`src/rtl/hls_deadlock_pkg.sv`:
```
// Shared types and deadlock-condition helpers for the HLS dataflow deadlock monitors.
// Pure combinational helpers; no latency.
// No backpressure: status signals only.
package hls_deadlock_pkg;

    localparam int TS_W     = 32;
    // Widest process vector the helpers accept; callers zero-pad narrower vectors.
    localparam int MAX_PROC = 64;

    typedef enum logic [1:0] {
        ST_IDLE  = 2'd0,
        ST_ARMED = 2'd1,
        ST_FOUND = 2'd2
    } dl_state_e;

    function automatic logic [MAX_PROC-1:0] axis_blk_vec(
        input logic [MAX_PROC-1:0] child_mask,
        input logic [MAX_PROC-1:0] child_block,
        input logic                any_axis
    );
        return child_mask & child_block & {MAX_PROC{any_axis}};
    endfunction

    // Padding bits beyond proc_valid count as stopped so they never veto the AND.
    function automatic logic calc_cond(
        input logic [MAX_PROC-1:0] proc_valid,
        input logic [MAX_PROC-1:0] idle,
        input logic [MAX_PROC-1:0] chan_blk,
        input logic [MAX_PROC-1:0] axis_blk
    );
        return (&(idle | chan_blk | axis_blk | ~proc_valid)) & (|axis_blk);
    endfunction

endpackage

```
`src/rtl/hls_deadlock_monitor_param_if.sv`:
```
// Observation/status bundle between a dataflow region and its deadlock monitor.
// No latency of its own; detect_time exists only with HLS_DEADLOCK_MON_TIMESTAMP_EN.
// No backpressure: level signals only.
interface hls_deadlock_monitor_param_if #(
    parameter int NUM_PROC = 5,
    parameter int NUM_AXIS = 3,
    parameter int CNT_W    = 8
);
    import hls_deadlock_pkg::*;

    logic [NUM_AXIS-1:0] axis_block_sigs;
    logic [NUM_PROC-1:0] inst_idle_sigs;
    logic [NUM_PROC-1:0] inst_block_sigs;
    logic [NUM_PROC-1:0] child_block;
    logic                clear;
    logic                block;
    logic                deadlock_found;
    logic [NUM_PROC-1:0] blame_axis;
    logic [NUM_PROC-1:0] blame_chan;
    logic [CNT_W-1:0]    detect_count;
`ifdef HLS_DEADLOCK_MON_TIMESTAMP_EN
    logic [TS_W-1:0]     detect_time;

    modport master (
        output axis_block_sigs, inst_idle_sigs, inst_block_sigs, child_block, clear,
        input  block, deadlock_found, blame_axis, blame_chan, detect_count, detect_time
    );
    modport slave (
        input  axis_block_sigs, inst_idle_sigs, inst_block_sigs, child_block, clear,
        output block, deadlock_found, blame_axis, blame_chan, detect_count, detect_time
    );
`else
    modport master (
        output axis_block_sigs, inst_idle_sigs, inst_block_sigs, child_block, clear,
        input  block, deadlock_found, blame_axis, blame_chan, detect_count
    );
    modport slave (
        input  axis_block_sigs, inst_idle_sigs, inst_block_sigs, child_block, clear,
        output block, deadlock_found, blame_axis, blame_chan, detect_count
    );
`endif

endinterface

```
`src/rtl/hls_deadlock_persist_filter.sv`:
```
// Persistence filter: declares FOUND after STABLE_CYCLES consecutive cond cycles, sticky until clear.
// found is registered (rises on the edge ending the last qualifying cycle); found_pulse is the combinational entry strobe.
// No backpressure; clear always wins over cond.
module hls_deadlock_persist_filter
    import hls_deadlock_pkg::*;
#(
    parameter int STABLE_CYCLES = 16,
    parameter int CNT_W         = 8
) (
    input  logic clock,
    input  logic reset,
    input  logic cond,
    input  logic clear,
    output logic found,
    output logic found_pulse
);

    localparam logic [CNT_W-1:0] LAST = CNT_W'(STABLE_CYCLES - 1);

    dl_state_e        state, state_nxt;
    logic [CNT_W-1:0] cnt, cnt_nxt;

    always_comb begin
        state_nxt   = state;
        cnt_nxt     = cnt;
        found_pulse = 1'b0;
        if (clear) begin
            state_nxt = ST_IDLE;
            cnt_nxt   = '0;
        end else begin
            case (state)
                ST_IDLE: begin
                    if (cond) begin
                        if (STABLE_CYCLES == 1) begin
                            state_nxt   = ST_FOUND;
                            found_pulse = 1'b1;
                        end else begin
                            state_nxt = ST_ARMED;
                            cnt_nxt   = CNT_W'(1);
                        end
                    end
                end
                ST_ARMED: begin
                    if (!cond) begin
                        state_nxt = ST_IDLE;
                        cnt_nxt   = '0;
                    end else if (cnt == LAST) begin
                        state_nxt   = ST_FOUND;
                        cnt_nxt     = '0;
                        found_pulse = 1'b1;
                    end else begin
                        cnt_nxt = cnt + CNT_W'(1);
                    end
                end
                ST_FOUND: begin
                    state_nxt = ST_FOUND;
                end
                default: begin
                    state_nxt = ST_IDLE;
                    cnt_nxt   = '0;
                end
            endcase
        end
    end

    always_ff @(posedge clock or posedge reset) begin
        if (reset) begin
            state <= ST_IDLE;
            cnt   <= '0;
        end else begin
            state <= state_nxt;
            cnt   <= cnt_nxt;
        end
    end

    assign found = (state == ST_FOUND);

endmodule

```
`src/rtl/hls_deadlock_monitor_param.sv`:
```
// Per-region HLS deadlock monitor: registered instantaneous block, filtered sticky detection, blame capture, counter.
// block has 1-cycle latency; deadlock_found rises STABLE_CYCLES edges after cond first holds. Optional HLS_DEADLOCK_MON_TIMESTAMP_EN adds detect_time.
// No backpressure: pure observer.
module hls_deadlock_monitor_param
    import hls_deadlock_pkg::*;
#(
    parameter int                  NUM_PROC      = 5,
    parameter int                  NUM_AXIS      = 3,
    parameter logic [NUM_PROC-1:0] CHILD_MASK    = 5'b00010,
    parameter int                  STABLE_CYCLES = 16,
    parameter int                  CNT_W         = 8
) (
    input logic                      clock,
    input logic                      reset,
    hls_deadlock_monitor_param_if.slave bus
);

    logic [MAX_PROC-1:0] valid_x, mask_x, idle_x, iblk_x, child_x, axis_blk_x;
    logic [NUM_PROC-1:0] axis_blk;
    logic                any_axis;
    logic                cond;
    logic                found;
    logic                found_pulse;

    logic                block_q;
    logic [NUM_PROC-1:0] blame_axis_q;
    logic [NUM_PROC-1:0] blame_chan_q;
    logic [CNT_W-1:0]    detect_count_q;

    always_comb begin
        valid_x = '0;
        mask_x  = '0;
        idle_x  = '0;
        iblk_x  = '0;
        child_x = '0;
        valid_x[NUM_PROC-1:0] = '1;
        mask_x[NUM_PROC-1:0]  = CHILD_MASK;
        idle_x[NUM_PROC-1:0]  = bus.inst_idle_sigs;
        iblk_x[NUM_PROC-1:0]  = bus.inst_block_sigs;
        child_x[NUM_PROC-1:0] = bus.child_block;
    end

    assign any_axis   = |bus.axis_block_sigs;
    assign axis_blk_x = axis_blk_vec(mask_x, child_x, any_axis);
    assign axis_blk   = axis_blk_x[NUM_PROC-1:0];
    assign cond       = calc_cond(valid_x, idle_x, iblk_x, axis_blk_x);

    hls_deadlock_persist_filter #(
        .STABLE_CYCLES (STABLE_CYCLES),
        .CNT_W         (CNT_W)
    ) u_filter (
        .clock       (clock),
        .reset       (reset),
        .cond        (cond),
        .clear       (bus.clear),
        .found       (found),
        .found_pulse (found_pulse)
    );

    // block feeds the parent monitor and must ignore the filter and clear entirely.
    always_ff @(posedge clock or posedge reset) begin
        if (reset) begin
            block_q        <= 1'b0;
            blame_axis_q   <= '0;
            blame_chan_q   <= '0;
            detect_count_q <= '0;
        end else begin
            block_q <= cond;
            if (found_pulse) begin
                blame_axis_q <= axis_blk;
                blame_chan_q <= bus.inst_block_sigs;
                if (detect_count_q != '1) begin
                    detect_count_q <= detect_count_q + CNT_W'(1);
                end
            end
        end
    end

    assign bus.block          = block_q;
    assign bus.deadlock_found = found;
    assign bus.blame_axis     = blame_axis_q;
    assign bus.blame_chan     = blame_chan_q;
    assign bus.detect_count   = detect_count_q;

`ifdef HLS_DEADLOCK_MON_TIMESTAMP_EN
    logic [TS_W-1:0] cyc_cnt;
    logic [TS_W-1:0] detect_time_q;

    always_ff @(posedge clock or posedge reset) begin
        if (reset) begin
            cyc_cnt       <= '0;
            detect_time_q <= '0;
        end else begin
            cyc_cnt <= cyc_cnt + TS_W'(1);
            if (found_pulse) begin
                detect_time_q <= cyc_cnt;
            end
        end
    end

    assign bus.detect_time = detect_time_q;
`endif

endmodule

```
`src/flat_wrapper.sv`:
```
// flat-port wrapper written by rule: the top's interface ports become plain ports
module hls_deadlock_monitor_param_flat import hls_deadlock_pkg::*;
#(
    parameter int                  NUM_PROC      = 5,
    parameter int                  NUM_AXIS      = 3,
    parameter logic [NUM_PROC-1:0] CHILD_MASK    = 5'b00010,
    parameter int                  STABLE_CYCLES = 16,
    parameter int                  CNT_W         = 8
)
  (clock, reset, bus_axis_block_sigs, bus_inst_idle_sigs, bus_inst_block_sigs, bus_child_block, bus_clear, bus_block, bus_deadlock_found, bus_blame_axis, bus_blame_chan, bus_detect_count);
  hls_deadlock_monitor_param_if #(.NUM_PROC(NUM_PROC), .NUM_AXIS(NUM_AXIS), .CNT_W(CNT_W)) bus_i ();
  input logic clock;
  input logic reset;
  input wire logic [$bits(bus_i.axis_block_sigs)-1:0] bus_axis_block_sigs;
  input wire logic [$bits(bus_i.inst_idle_sigs)-1:0] bus_inst_idle_sigs;
  input wire logic [$bits(bus_i.inst_block_sigs)-1:0] bus_inst_block_sigs;
  input wire logic [$bits(bus_i.child_block)-1:0] bus_child_block;
  input wire logic [$bits(bus_i.clear)-1:0] bus_clear;
  output wire logic [$bits(bus_i.block)-1:0] bus_block;
  output wire logic [$bits(bus_i.deadlock_found)-1:0] bus_deadlock_found;
  output wire logic [$bits(bus_i.blame_axis)-1:0] bus_blame_axis;
  output wire logic [$bits(bus_i.blame_chan)-1:0] bus_blame_chan;
  output wire logic [$bits(bus_i.detect_count)-1:0] bus_detect_count;
  assign bus_i.axis_block_sigs = bus_axis_block_sigs;
  assign bus_i.inst_idle_sigs = bus_inst_idle_sigs;
  assign bus_i.inst_block_sigs = bus_inst_block_sigs;
  assign bus_i.child_block = bus_child_block;
  assign bus_i.clear = bus_clear;
  assign bus_block = bus_i.block;
  assign bus_deadlock_found = bus_i.deadlock_found;
  assign bus_blame_axis = bus_i.blame_axis;
  assign bus_blame_chan = bus_i.blame_chan;
  assign bus_detect_count = bus_i.detect_count;
  hls_deadlock_monitor_param #(.NUM_PROC(NUM_PROC), .NUM_AXIS(NUM_AXIS), .CHILD_MASK(CHILD_MASK), .STABLE_CYCLES(STABLE_CYCLES), .CNT_W(CNT_W)) u_core (.clock(clock), .reset(reset), .bus(bus_i));
endmodule
```
`config.mk`:
```
export PLATFORM = sky130hd
export DESIGN_NAME = hls_deadlock_monitor_param_flat
export DESIGN_NICKNAME = d
export VERILOG_FILES = /design/src/rtl/hls_deadlock_pkg.sv /design/src/rtl/hls_deadlock_monitor_param_if.sv /design/src/rtl/hls_deadlock_persist_filter.sv /design/src/rtl/hls_deadlock_monitor_param.sv /design/src/flat_wrapper.sv
export SDC_FILE = /design/constraint.sdc
export NUM_CORES = 1
export LEC_CHECK = 0
export ABC_CLOCK_PERIOD_IN_PS = 2300
export CAP_MARGIN = 15
export CORE_ASPECT_RATIO = 1.1
export CORE_MARGIN = 8
export CORE_UTILIZATION = 46
export DETAILED_ROUTE_END_ITERATION = 12
export PLACE_DENSITY = 0.79
export SLEW_MARGIN = 0
export SYNTH_ARGS = -nofsm -noshare
export SYNTH_HDL_FRONTEND = slang
export SYNTH_SLANG_ARGS = --single-unit
```
`constraint.sdc`:
```
create_clock -name clock -period 2.3 [get_ports clock]
set_input_delay 0.345 -clock clock [delete_from_list [all_inputs] [get_ports clock]]
set_output_delay 0.345 -clock clock [all_outputs]
set_load 0.01 [all_outputs]
```
Word level (Yosys, flattened, before mapping)
Index checks and enable logic that the tools add are counted.

storage, ports and cells
  register bits = 29
  latch bits = 0
  RAM bits = 0
  bits in read-only memories = 0
  input port bits = 21
  output and inout bits = 20
  logic and storage cells = 40
  memories = 0

cells by class
  add/sub/neg operators = 2
  multiply operators = 0
  div/mod/pow operators = 0
  magnitude comparators = 0
  equal/unequal tests = 7
  shift-type cells = 0
  mux-type cells = 14
  bitwise gates (word level) = 4
  reduce and logical (&&, ||, !) cells = 7

operators by type and width
  cell                   number
  $and A2 B64 Y64        1
  $reduce_or A64 Y1      1
  $mux W8                4
  $pmux W8 S3            1
  $add A8 B1 Y8 const B  2
  $or A5 B5 Y5           2
  $eq A8 B4 Y1 const B   1
  $mux W2                4
  $ne A8 B8 Y1 const B   1
  $pmux W2 S3            1
  $reduce_and A2 Y1      3
  $reduce_and A5 Y1      1
  $mux W1                4
  $ne A4 B4 Y1 const B   1
  $ne A3 B2 Y1 const B   1
  $reduce_or A3 Y1       1
  $eq A2 B1 Y1 const B   1
  $eq A2 B2 Y1 const B   1
  $logic_not A2 Y1       1
  $ne A2 B2 Y1 const B   1
  $and A1 B1 Y1          1

Logic depth before layout (Yosys ltp)
  depth in word-level cells = 9
  gate-level depth with buffers = 7
  depth with buffers taken out = 6

Modules after synthesis
From an unflattened synthesis, not the netlist that was laid out.

unflattened totals
  cells, all modules = 121
  area total of the unflattened synthesis = 1,283.7 um^2

by module, submodules not included
  module                       instances  cells each  area each (um^2)  seq. area each (um^2)
  hls_deadlock_monitor_param   1          62          723.2             375.4
  hls_deadlock_persist_filter  1          59          560.5             250.2

Worst setup path after synthesis
No wires, ideal clock.

  path kind = flip-flop to flip-flop
  start point = register u_core.u_filter.cnt[0]
  end point = register u_core.detect_count_q[6], in the netlist u_core.bus.detect_count[6]
  library setup time = 125 ps
  data arrival time = 1,942 ps
  required time = 2,175 ps
  path slack = 233 ps
  stages on the path, launching flop included = 7
  path buffers = 0
  clock period less this slack = 2,067 ps
  cells stage by stage = dfrtp_1 ha_1 nand4b_1 nor4b_2 nor4b_4 nand4_2 mux2_4

on the way
  word-level cells in the longest chain between the ends = 6

ends and longest elaborated chain
  element                      line                               source
  from (decl)                  hls_deadlock_persist_filter.sv:21  logic [CNT_W-1:0] cnt, cnt_nxt;
  from (signal assigned)       hls_deadlock_persist_filter.sv:72  cnt <= cnt_nxt;
  $eq A8 B4 Y1                 hls_deadlock_persist_filter.sv:47  end else if (cnt == LAST) begin
  $mux W1                      hls_deadlock_persist_filter.sv:47
  $mux W1                      hls_deadlock_persist_filter.sv:44  if (!cond) begin
  $mux W1                      hls_deadlock_persist_filter.sv:31  case (state)
  $mux W1                      hls_deadlock_persist_filter.sv:27  if (clear) begin
  $reduce_and A2 Y1 (no line)  -
  to (signal assigned)         hls_deadlock_monitor_param.sv:73   detect_count_q <= detect_count_q + CNT_W'(1);
  to (decl)                    hls_deadlock_monitor_param.sv:28   logic [CNT_W-1:0] detect_count_q;

No other way between the ends.
A chain may end at the register's enable or synchronous reset.

Worst setup path in the final report
  start point = input port bus_inst_block_sigs[4]
  end point = register u_core.u_filter.cnt[5]

on the way
  word-level cells in the longest chain between the ends = 7
  elaborated cells on any way between the ends = 9
  classes of those cells = eq/ne: 1; mux: 3; bitwise: 3; reduce/logical: 2

ends and longest elaborated chain
  element                      line                               source
  from (decl)                  flat_wrapper.sv:16                 input wire logic [$bits(bus_i.inst_block_sigs)-1:0] bus_inst_block_sigs;
  $or A5 B5 Y5 * (2 in a row)  hls_deadlock_pkg.sv:31             return (&(idle | chan_blk | axis_blk | ~proc_valid)) & (|axis_blk);
  $reduce_and A5 Y1 *          hls_deadlock_pkg.sv:31
  $and A1 B1 Y1 *              hls_deadlock_pkg.sv:31
  $mux W8                      hls_deadlock_persist_filter.sv:44
  $pmux W8 S3                  hls_deadlock_persist_filter.sv:31
  $mux W8                      hls_deadlock_persist_filter.sv:27

Every way passes the cells marked *; elsewhere a longest branch is shown, timed or not.

==> run_results.csv <==
group,metric,value,unit
floorplan,coreArea,2730,µm²
cts,hold_buffers,0,
outcome,outcome,"completed",
final_layout,final_design_area_no_fill,1730,µm²
critical_path,r2r_end,"u_core.bus.blame_chan[0]$_DFFE_PP0P_",
timing,clock_skew,0.00451,ns
critical_path,worstPathRequired,2.58,ns
placed_design,detailed_place.area,1710,µm²
timing,layout_worst_path_cycle_share,0.929,
critical_path,r2r_cells,6,
timing,report.final.slew_viol_count,0,
final_layout,drive_gt1_frac,0.167,
global_route,antenna_found_initial,0,
timing,tightest_slew,0.626,ns
synth,async_reset_ff_frac,1.00,
route,avgViaCountPerCell,5.45,
final_layout,multi_input_area,614,µm²
cts,cts-resized-gates,0,
route,drc_errors,0,
final_layout,syn_to_final_growth,33.2,%
cts,h-tree-depth,1,
critical_path,ff2ff_setup_slack,0.24,ns
final_layout,regArea,626,µm²
synth,synth_cell_types,38,
floorplan,start_util,0.477,
floorplan,fp-row-count,20,
route,vias,1062,
global_route,grt.overflow.total,0,
placed_design,portBuffers,31,
cts,clockBufferDepth,2,
synth,synth_top_area_cell,"dfrtp_1",
final_layout,n_fill_cell,214,
floorplan,die-width,66.7,µm
synth,ys.flop_type,"dfrtp_1",
pwr,ir_drop,0.395,mV
cts,root_buffer,"clkbuf_4",
cts,cts.reportedPaths.clkPinSlew,0.14,ns
job,cap_violations,0,
synth,ys_warn_count,0,
global_route,grt_pass1_wl,4.89,mm
floorplan,io_pins,41,
timing,rsz0062_at_grt,"false",
synth,avgSynthCellArea,10.8,µm²
pwr,leakagePower,0.840,nW
cts,numClockSinks,25,
route,wirelength,2.88,mm
cts,clk_latency,0.33,ns
timing,period_minus_slack,2.14,ns
global_route,grt_max_degree,26,
synth,synth.area.top_cells,"dfrtp_1 (48%), mux2_2 (5.2%), nor2_1 (4.3%), xor2_1 (4.0%), and3_1 (2.4%)",
placed_design,dp_hpwl,2.27,mm
route,drt_iter0_drc,17,
floorplan,die_y,71.8,µm
critical_path,cp_max_fo,8,
timing,hold_viol,0,
placed_design,place_congestion,0.806,
global_route,grt_pass1_vias,1123,
route,ant_nets,0,
final_layout,nNetsFinal,186,
final_layout,n_antenna_cell,0,
timing,setup_violations,0,
synth,yosysSeqAreaShare,0.481,
critical_path,cp.arrival,2.42,ns
global_route,grt.total_usage,0.128,
synth,synthCells,120,
final_layout,postLayoutCoreUtil,0.635,
synth,netlist_area,1300,µm²
timing,slew_headroom,0.580,
synth,synth.top_cells.by_count,"dfrtp_1 (25), nor2_1 (15), inv_1 (7)",
synth,synth_edf_count,0,
synth,yosysTopAreaCellShare,0.481,
critical_path,rr_startpoint,"u_core.u_filter.cnt[0]$_DFFE_PP0P_",
pwr,cellPowerDensity,415,nW/µm²
synth,synth.most_common_cell,"dfrtp_1",
floorplan,die-area,4790,µm²
route,wl_per_cell,14.7,µm
route,dr.pass1.iters,4,
critical_path,worst-setup-path-type,"primary input to flop",
cts,cts_buffers,3,
cts,cts_setup_buffers,0,
synth,ys_ff_latch,25,
critical_path,end_kind,"flop",
hold_path,hp-class,"primary input to async pin",
cts,cts_tree,"done",
critical_path,critPathLaunchType,"primary input",
timing,fmax,468,MHz
## critical path: stages
cell             delay, ns
clkdlybuf4s50_1       0.48
o21ai_1               0.07
or4_4                 0.55
buf_12                0.16
nor4_4                0.43
and4_1                0.27
a221o_1               0.11
## logic make-up (layout without fill, tap and decap cells)
family | Yosys count | in the layout | synth area share
buf+inv | 13 | 52 | 0.0558
simple gates | 50 | 50 | 0.244
mux | 7 | 7 | 0.0635
xor+xnor | 8 | 8 | 0.0538
flops | 25 | 25 | 0.481
fa+ha+maj | 2 | 2 | 0.0192
compound gates | 14 | 14 | 0.0798
other cells | 1 | 4 | 0.00288
## placed cells by master, fill, tap and decap left out, drive strengths merged, types with 2 or more instances in the layout
master,n
clkdlybuf4s50,31
dfrtp,25
nor2,15
buf,10
inv,7
mux2,7
nor3,6
nand3,6
xor2,6
and3,5
conb,4
nand4,4
a221o,3
a21oi,3
clkbuf,3
nor4b,3
xnor2,2
and4,2
nand2b,2
nand2,2
ha,2
nor4,2
## routing by layer
metal,up-vias,share of wire,GRT usage
met5,-,0,0
met4,0,0.013,0.0499
met3,4,0.10,0.0624
met2,32,0.49,0.207
met1,515,0.39,0.139
li1,511,-,-
## sequential cells by signal, indices dropped and copies added, names as in the netlist
name	count
u_core.bus.block	1
u_core.bus.detect_count	8
u_core.bus.blame_axis	1
u_core.u_filter.cnt	8
u_core.u_filter.state	2
u_core.bus.blame_chan	5
## through the flow
stage	total power [mW]	hold WS, ns	setup slack (ns)	setup TNS, ns	instances
2_1_floorplan	0.489	0.372	0.233	0	123
3_3_place_gp	0.523	0.460	-0.120	-1.09	191
3_5_place_dp	0.525	0.460	-0.160	-1.29	191
4_1_cts	0.729	0.357	0.179	0	195
5_1_grt	0.745	0.393	0.0766	0	195
6_report	0.719	0.346	0.162	0	195
## worst max path at each step
stage	from	to	depth (start not counted)
floorplan	u_core.u_filter.cnt[0]$_DFFE_PP0P_	u_core.bus.detect_count[6]$_DFFE_PP0P_	6
global placement	bus_inst_block_sigs[4]	u_core.u_filter.cnt[5]$_DFFE_PP0P_	7
detailed placement	bus_inst_block_sigs[4]	u_core.u_filter.cnt[5]$_DFFE_PP0P_	7
CTS	bus_axis_block_sigs[1]	u_core.u_filter.cnt[5]$_DFFE_PP0P_	7
global route	bus_inst_block_sigs[4]	u_core.u_filter.cnt[4]$_DFFE_PP0P_	7
finish	bus_inst_block_sigs[4]	u_core.u_filter.cnt[5]$_DFFE_PP0P_	7
## where the power goes
group / internal (mW) / switching (mW)
Combinational: 0.0376 / 0.0334
Sequential: 0.442 / 0.00261
Clock: 0.0653 / 0.138
Total: 0.545 / 0.174
## final cells by class
cell class	count	area share
clock buffer	3	0.0130
clock inverter	1	0.00289
inverter	7	0.0152
multi-input combinational	85	0.355
sequential	25	0.361
tap	33	0.0238
timing repair buffer	41	0.230
(Power assumes the default switching activity.)
